## src/rtl/fm_dac_pkg.sv

```systemverilog
// fm_dac_pkg: shared types and constants for the FM modulator DAC serialiser.
//   state_t     - serialiser FSM states
//   FRAME_W     - bits per SPI frame sent to the DAC121S101-class converter
//   PD_NORMAL   - power-down field value for normal operation
//   SCLK_EDGES  - SCLK toggles per frame (two per data bit)
//   EDGE_CNT_W  - width of the SCLK toggle counter
package fm_dac_pkg;

  typedef enum logic [1:0] {
    ST_IDLE  = 2'd0,
    ST_SHIFT = 2'd1,
    ST_GAP   = 2'd2
  } state_t;

  localparam int         FRAME_W    = 16;
  localparam logic [1:0] PD_NORMAL  = 2'b00;
  localparam int         SCLK_EDGES = 2 * FRAME_W;
  localparam int         EDGE_CNT_W = $clog2(SCLK_EDGES);

endpackage

```

## src/rtl/fm_dac_sclk_gen.sv

```systemverilog
// fm_dac_sclk_gen: SCLK timing for the DAC serialiser.
// Counts CLK_DIV system clocks per SCLK half-period while enabled and flags
// the terminal count as either a falling or a rising SCLK toggle. SCLK idles
// high, so even-numbered toggles (0, 2, ...) are falls and odd ones are rises.
// Counters are held at zero while disabled, so each frame starts cleanly.
// Ports:
//   clock, reset - system clock, asynchronous active-low reset
//   enable       - high while the serialiser is in SHIFT
//   sclk_fall    - strobe: SCLK goes low on this clock edge
//   sclk_rise    - strobe: SCLK goes high on this clock edge
//   edge_cnt     - number of SCLK toggles already made in this frame
module fm_dac_sclk_gen
  import fm_dac_pkg::*;
#(
  parameter int CLK_DIV = 4
) (
  input  logic                  clock,
  input  logic                  reset,
  input  logic                  enable,
  output logic                  sclk_fall,
  output logic                  sclk_rise,
  output logic [EDGE_CNT_W-1:0] edge_cnt
);

  localparam int               DIV_W    = (CLK_DIV > 1) ? $clog2(CLK_DIV) : 1;
  localparam logic [DIV_W-1:0] DIV_LAST = DIV_W'(CLK_DIV - 1);

  logic [DIV_W-1:0] div_cnt;
  logic             tc;

  assign tc        = enable && (div_cnt == DIV_LAST);
  assign sclk_fall = tc && !edge_cnt[0];
  assign sclk_rise = tc && edge_cnt[0];

  // NOTE: sequential state is always assigned with <= so every flop samples
  // the values from before the edge, regardless of statement order.
  always_ff @(posedge clock or negedge reset) begin
    if (!reset) begin
      div_cnt  <= '0;
      edge_cnt <= '0;
    end else if (!enable) begin
      div_cnt  <= '0;
      edge_cnt <= '0;
    end else if (tc) begin
      div_cnt  <= '0;
      edge_cnt <= edge_cnt + 1'b1;
    end else begin
      div_cnt  <= div_cnt + 1'b1;
    end
  end

endmodule

```

## src/rtl/fm_dac_spi.sv

```systemverilog
// fm_dac_spi: serialiser between the CORDIC sine stage and the PMOD DAC.
// Takes one offset-binary sample per valid/ready handshake and sends its top
// DAC_W bits as a 16-bit SPI frame {2'b00, PD_NORMAL, code}, MSB first. DIN
// changes on SCLK rise; the DAC samples on SCLK fall. The DAC holds its last
// value between frames, so the sample rate is set by the upstream stage.
// Optional feature: define FM_DAC_LED_EN to add output led[7:0], the top
// byte of each accepted sample, for a board LED bar.
// Ports:
//   clock, reset - system clock, asynchronous active-low reset
//   s_data       - SAMPLE_W-bit sample, held stable until accepted
//   s_valid      - sample valid
//   s_ready      - ready to accept (IDLE only), registered
//   dac_sync_n   - DAC frame sync, active low
//   dac_sclk     - SPI clock, idles high
//   dac_din      - SPI data, MSB first
//   busy         - high from accept until the end of the inter-frame gap
//   frame_done   - one-cycle pulse on the clock where dac_sync_n rises
//   led          - (FM_DAC_LED_EN only) s_data[15:8] captured at accept
module fm_dac_spi
  import fm_dac_pkg::*;
#(
  parameter int SAMPLE_W   = 16,
  parameter int DAC_W      = 12,
  parameter int CLK_DIV    = 4,
  parameter int GAP_CYCLES = 2
) (
  input  logic                clock,
  input  logic                reset,
  input  logic [SAMPLE_W-1:0] s_data,
  input  logic                s_valid,
  output logic                s_ready,
  output logic                dac_sync_n,
  output logic                dac_sclk,
  output logic                dac_din,
  output logic                busy,
  output logic                frame_done
`ifdef FM_DAC_LED_EN
  ,
  output logic [7:0]          led
`endif
);

  // SYNC must stay high for GAP_CYCLES clocks between frames. The final one of
  // those clocks is the IDLE clock in which the next sample can be accepted,
  // so the GAP state itself lasts GAP_CYCLES-1 clocks (none when GAP_CYCLES
  // is 1, in which case SHIFT returns straight to IDLE).
  localparam int                GAP_W    = (GAP_CYCLES > 2) ? $clog2(GAP_CYCLES - 1) : 1;
  localparam logic [GAP_W-1:0]  GAP_LAST = GAP_W'((GAP_CYCLES > 1) ? GAP_CYCLES - 2 : 0);
  localparam logic [EDGE_CNT_W-1:0] LAST_EDGE = EDGE_CNT_W'(SCLK_EDGES - 1);

  state_t                  state, state_d;
  logic                    accept;
  logic                    frame_end;
  logic [FRAME_W-1:0]      shift_reg;
  logic [FRAME_W-1:0]      frame_in;
  logic [GAP_W-1:0]        gap_cnt;
  logic                    sclk_fall;
  logic                    sclk_rise;
  logic [EDGE_CNT_W-1:0]   edge_cnt;
  logic                    unused_sample_bits;

  assign frame_in = {{(FRAME_W - 2 - DAC_W){1'b0}}, PD_NORMAL, s_data[SAMPLE_W-1 -: DAC_W]};

  // The low sample bits are below DAC resolution and intentionally dropped.
  assign unused_sample_bits = ^s_data[SAMPLE_W-DAC_W-1:0];

  fm_dac_sclk_gen #(
    .CLK_DIV (CLK_DIV)
  ) u_sclk_gen (
    .clock     (clock),
    .reset     (reset),
    .enable    (state == ST_SHIFT),
    .sclk_fall (sclk_fall),
    .sclk_rise (sclk_rise),
    .edge_cnt  (edge_cnt)
  );

  always_ff @(posedge clock or negedge reset) begin
    if (!reset) state <= ST_IDLE;
    else        state <= state_d;
  end

  // NOTE: every signal driven here gets a default first, so no path through
  // the case leaves it unassigned and no latch is inferred.
  always_comb begin
    state_d   = state;
    accept    = 1'b0;
    frame_end = 1'b0;
    unique case (state)
      ST_IDLE: begin
        if (s_valid && s_ready) begin
          accept  = 1'b1;
          state_d = ST_SHIFT;
        end
      end
      ST_SHIFT: begin
        // The final rising toggle leaves SCLK high with all 16 falls delivered.
        if (sclk_rise && (edge_cnt == LAST_EDGE)) begin
          frame_end = 1'b1;
          state_d   = (GAP_CYCLES > 1) ? ST_GAP : ST_IDLE;
        end
      end
      ST_GAP: begin
        if (gap_cnt == GAP_LAST) state_d = ST_IDLE;
      end
      default: state_d = ST_IDLE;
    endcase
  end

  // Outputs are registered from the next state so they line up with it.
  always_ff @(posedge clock or negedge reset) begin
    if (!reset) begin
      s_ready    <= 1'b0;
      busy       <= 1'b0;
      dac_sync_n <= 1'b1;
      dac_sclk   <= 1'b1;
      dac_din    <= 1'b0;
      frame_done <= 1'b0;
    end else begin
      s_ready    <= (state_d == ST_IDLE);
      busy       <= (state_d != ST_IDLE);
      dac_sync_n <= (state_d != ST_SHIFT);
      frame_done <= frame_end;
      if (state_d != ST_SHIFT)          dac_sclk <= 1'b1;
      else if (sclk_fall || sclk_rise) dac_sclk <= sclk_rise;
      if (accept)                      dac_din <= frame_in[FRAME_W-1];
      else if (state_d != ST_SHIFT)    dac_din <= 1'b0;
      else if (sclk_rise)              dac_din <= shift_reg[FRAME_W-2];
    end
  end

  // NOTE: the datapath registers are reset too; they are few, and it keeps a
  // post-reset frame independent of whatever was abandoned mid-shift.
  always_ff @(posedge clock or negedge reset) begin
    if (!reset) begin
      shift_reg <= '0;
      gap_cnt   <= '0;
    end else begin
      if (accept)                               shift_reg <= frame_in;
      else if ((state == ST_SHIFT) && sclk_rise) shift_reg <= {shift_reg[FRAME_W-2:0], 1'b0};
      if (state == ST_GAP) gap_cnt <= gap_cnt + 1'b1;
      else                 gap_cnt <= '0;
    end
  end

`ifdef FM_DAC_LED_EN
  always_ff @(posedge clock or negedge reset) begin
    if (!reset)      led <= '0;
    else if (accept) led <= s_data[SAMPLE_W-1 -: 8];
  end
`endif

endmodule

```

## config.mk

```make
export PLATFORM = sky130hd
export DESIGN_NAME = fm_dac_spi
export DESIGN_NICKNAME = d
export VERILOG_FILES = /design/src/rtl/fm_dac_pkg.sv /design/src/rtl/fm_dac_sclk_gen.sv /design/src/rtl/fm_dac_spi.sv
export SDC_FILE = /design/constraint.sdc
export NUM_CORES = 1
export LEC_CHECK = 0
export CELL_PAD_IN_SITES_DETAIL_PLACEMENT = 1
export CELL_PAD_IN_SITES_GLOBAL_PLACEMENT = 2
export CORE_MARGIN = 5
export CORE_UTILIZATION = 34
export DETAILED_ROUTE_END_ITERATION = 7
export GPL_ROUTABILITY_DRIVEN = 1
export PLACE_DENSITY = 0.86
export SLEW_MARGIN = 20
export SYNTH_ARGS = -nofsm -noshare
export SYNTH_HDL_FRONTEND = slang
export SYNTH_SLANG_ARGS = --single-unit
```

## constraint.sdc

```tcl
create_clock -name clock -period 2.3 [get_ports clock]
set_input_delay 0.345 -clock clock [delete_from_list [all_inputs] [get_ports clock]]
set_output_delay 0.345 -clock clock [all_outputs]
set_load 0.02 [all_outputs]
```

# [Word-level counts from Yosys, hierarchy flattened]
# Cells that the tools add are included.
[word_totals] wordCells=54 output_inout_bits=6 input_bits=19 regBits=31
[classes] n_mux=20 add_sub_neg=3 eq_ne=6 n_reduce_logical=14
[ops] cell="$mux 15" count=2
[ops] cell="$mux 1" count=10
[ops] cell="$mux 2" count=5
[ops] cell="$mux 5" count=2
[ops] cell="$logic_and 1x1->1" count=6
[ops] cell="$pmux 2 s3" count=1
[ops] cell="$reduce_bool 2->1" count=3
[ops] cell="$add 5x1->5 const B" count=1
[ops] cell="$eq 5x5->1 const B" count=1
[ops] cell="$eq 2x2->1 const B" count=2
[ops] cell="$logic_not 2->1" count=2
[ops] cell="$reduce_bool 3->1" count=1
[ops] cell="$add 2x1->2 const B" count=1
[ops] cell="$eq 2x1->1 const B" count=1
[ops] cell="$ne 2x1->1 const B" count=1
[ops] cell="$ne 2x2->1 const B" count=1
[ops] cell="$add 1x1->1 const B" count=1
[ops] cell="$logic_not 1->1" count=1
[ops] cell="$logic_or 1x1->1" count=1

# [Longest topological paths before layout]
[depth] ltp_word=9 depth_mapped=8 depth_no_buf=6

# [Modules after synthesis]
# Synthesis repeated with hierarchy kept, for this count alone.
[hier_totals] cells_unflattened=124 area_unflattened_um2=1346.3
[by_module_without_submodules] module="fm_dac_spi" area_per_inst_um2=998.5 instances=1 seq_area_each_um2=603.1 cells_each=93
[by_module_without_submodules] module="fm_dac_sclk_gen" area_per_inst_um2=347.8 instances=1 seq_area_each_um2=175.2 cells_each=31

# [Worst setup path before layout]
# Ideal clock, no wire load.
[synth_timing] path_type="flip-flop to flip-flop" from="reg u_sclk_gen.div_cnt[0]" to="reg shift_reg[10]" period_less_slack_ns=1.614 n_path_buf=3 slack_ns=0.686 required_time_ns=2.182 stages_incl_launch_ff=8 t_arrival_ns=1.496 setup_ns=0.118 cell_sequence="dfrtp_1 > ha_1 > buf_6 > and4b_1 > buf_6 > buf_6 > a22o_1 > a21o_1"
[synth_between] elab_chain_cells=5
[synth_lines] item="start, declared" line_no="fm_dac_sclk_gen.sv:28" rtl="logic [DIV_W-1:0] div_cnt;"
[synth_lines] item="start signal, assigned" line_no="fm_dac_sclk_gen.sv:48" rtl="div_cnt <= div_cnt + 1'b1;"
[synth_lines] item="$eq 2x2->1" line_no="fm_dac_sclk_gen.sv:31" rtl="assign tc = enable && (div_cnt == DIV_LAST);"
[synth_lines] item="$logic_and 1x1->1" line_no="fm_dac_sclk_gen.sv:31"
[synth_lines] item="$logic_and 1x1->1" line_no="fm_dac_sclk_gen.sv:33" rtl="assign sclk_rise = tc && edge_cnt[0];"
[synth_lines] item="$logic_and 1x1->1" line_no="fm_dac_spi.sv:140" rtl="else if ((state == ST_SHIFT) && sclk_rise) shift_reg <= {shift_reg[FRAME_W-2:0], 1'b0};"
[synth_lines] item="$reduce_bool 2->1 (no line)"
[synth_lines] item="end signal, assigned" line_no="fm_dac_spi.sv:139" rtl="if (accept) shift_reg <= frame_in;"
[synth_lines] item="end signal, assigned" line_no="fm_dac_spi.sv:140"
[synth_lines] item="end, declared" line_no="fm_dac_spi.sv:54" rtl="logic [FRAME_W-1:0] shift_reg;"
# No other way between the ends.
# A chain may end at the register's enable or synchronous reset.

# [Final worst setup path]
[layout_timing] from="reg u_sclk_gen.div_cnt[0]" to="reg shift_reg[9]"
# The elaborated chain is that of the path after synthesis.

==> out/qor.txt <==
status: finished, final reports clean
GR Util met1: 0.140
share of Yosys cell area claimed by the top area cell type: 0.551
area leader, netlist: dfrtp_1
Die Y-Extent: 72.3 um
count leader, synth: dfrtp_1
final setup vio count: 0
multi-input combinational cell area: 478 sq um
crit end category: flip-flop
first-pass GRT wire length: 4720 um
Layout Utilization: 0.449
H-Tree Depth: 2
LEAKAGE: 0.863 nW
Antenna Violating Nets Remaining: 0
Placer Congestion: 0.671
Max Freq: 569 MHz
DRT iter0 DRCs: 42
P per Cell Area: 678 mW/mm^2
met3 Use GR: 0.0360
Starting Density: 0.355
hold_buf cts: 0
Setup Total Neg Slack: 0 ns
Post-synth EDFFs: 0
die area: 0.00522 sq mm
final hold vios: 0
Final HPWL DP: 1840 um
min-delay worst type: flip-flop to flip-flop
Synthesized Nets: 125
iteration count of the initial detailed-routing pass: 4
CTS resizes: 0
synthesized flop and latch total: 31
I/O Buffers: 20
Root Buffer: clkbuf_8
CTS buffer count: 5
area delta synth->final: 26.6%
FILL cells: 401
register area: 778 sq um
Post-Synthesis Cells: 103
vias in the first global route: 978
Ports: 25
post-synthesis sequential area ratio: 0.591
Layout Skew: 0.00368 ns
count of cell types in the netlist: 32
fin. max-slew vios: 0
wirelength, routed: 2710 um
initial antenna violation count: 0
grt ovf: 0
CTS max path bufs: 2
buffer count from post-CTS setup fixing: 0
share of layout cells above drive strength 1: 0.117
# DRC: 0
clk slew on worst S/H paths: 0.07 ns
crit share post-route: 0.765
largest net degree at the start of global routing: 32
maximum vdd drop: 383 uV
CP Class: flip-flop to flip-flop
commonest cells in the netlist: dfrtp_1 (29), a22o_1 (15), a21o_1 (11)
Total Power: 0.00113 W
Worst Path Required: 2.47 ns
Nets: 149
RSZ-0062 raised after global routing: false
# diodes: 0
Avg Cell Area, Syn: 12.8 sq um
Synth area leaders: dfrtp_1 (55%), a22o_1 (10%), a21o_1 (6.3%), dfstp_2 (4.0%), ha_1 (2.8%)
Data arrival, critical path: 1.93 ns
drt wl/cell: 15.4 um
Most Crowded Layer GR: met2
max FFs per register: 15
gr usage total: 0.119
max-cap viol count: 0
row count: 22
worst-path fanout max: 15
Rel. slew slack: 0.738
Sinks on Clock Net: 31
Yosys warnings: 0
Post-synth ARST share: 1.00
core footprint: 0.00372 sq mm
TritonCTS clock tree: yes
Worst-Margin Slew: 0.393 ns
M2 GR Usage: 0.189
Critical Path Start Type: flip-flop
Vias/cell: 4.95
ys flop type: dfrtp_1
Mapped Area: 0.00132 sq mm
Die X: 72.3 um
min cycle time layout: 1.76 ns
Worst-Skew Late Latency: 0.28 ns
Vias: 872
-- path summary, 6_finish.rpt --
kind | start | to | slack (ns) | cells past startpoint
max | u_sclk_gen.div_cnt[0] | shift_reg[9] | 0.54 | 5
min | gap_cnt | gap_cnt | 0.44 | 1
max reg2reg | u_sclk_gen.div_cnt[0] | shift_reg[9] | 0.54 | 5
min reg2reg | gap_cnt | gap_cnt | 0.44 | 1
max in group asynchronous | reset | dac_sclk | 1.52 | 2
min in group asynchronous | reset | shift_reg[1] | 0.45 | 2
-- worst max-delay path, stage by stage, from the launching register on --
cell and delay [ns]:
dfrtp_1 0.39, ha_1 0.33, and4b_1 0.32, buf_4 0.21, a22o_1 0.24, a21o_1 0.15
-- power by group --
part	leakage [nW]	internal, W	switching, W
Clock	0.0612	0.000350	0.000199
Sequential	0.401	0.000545	0
Combinational	0.400	0.0000217	0.0000140
Total	0.863	0.000917	0.000213
-- per-stage QoR --
step	hold WS [ns]	setup slack, ns	cell area [sq um]	instances
6_report	0.437	0.541	1670	176
5_1_grt	0.460	0.471	1670	176
4_1_cts	0.437	0.527	1670	176
3_5_place_dp	0.429	0.548	1550	168
3_3_place_gp	0.418	0.588	1550	168
2_1_floorplan	0.0494	0.686	1320	103
-- layout make-up --
cell class,instances,share of cell area
Clock inverter,2,0.0210
Multi-Input combinational cell,63,0.287
Tap cell,48,0.0360
Inverter,3,0.00675
Timing Repair Buffer,23,0.134
Sequential cell,31,0.467
Clock buffer,6,0.0495
-- kinds of logic (layout without fill, tap and decap cells) --
kind of cell,after synthesis,count (layout),share of synthesized area
buf+inv,9,34,0.0465
compound gates,32,32,0.189
xor+xnor,3,3,0.0199
flops,31,31,0.591
fa+ha+maj,3,3,0.0285
mux,2,2,0.0152
simple gates,23,23,0.110
-- per-layer routing --
metal / up-vias / routed length (um)
met2: 15 / 1330
met1: 435 / 1220
met3: 5 / 95
met5: - / 0
li1: 417 / -
met4: 0 / 70
-- layout by cell type, fill, tap and decap left out, drive strengths merged, types with 6 or more instances in the layout --
master and instances:
a21o 11, a22o 15, clkdlybuf4s50 20, clkbuf 6, nor2 6, dfrtp 29
Power figures use the tool's default switching activity.
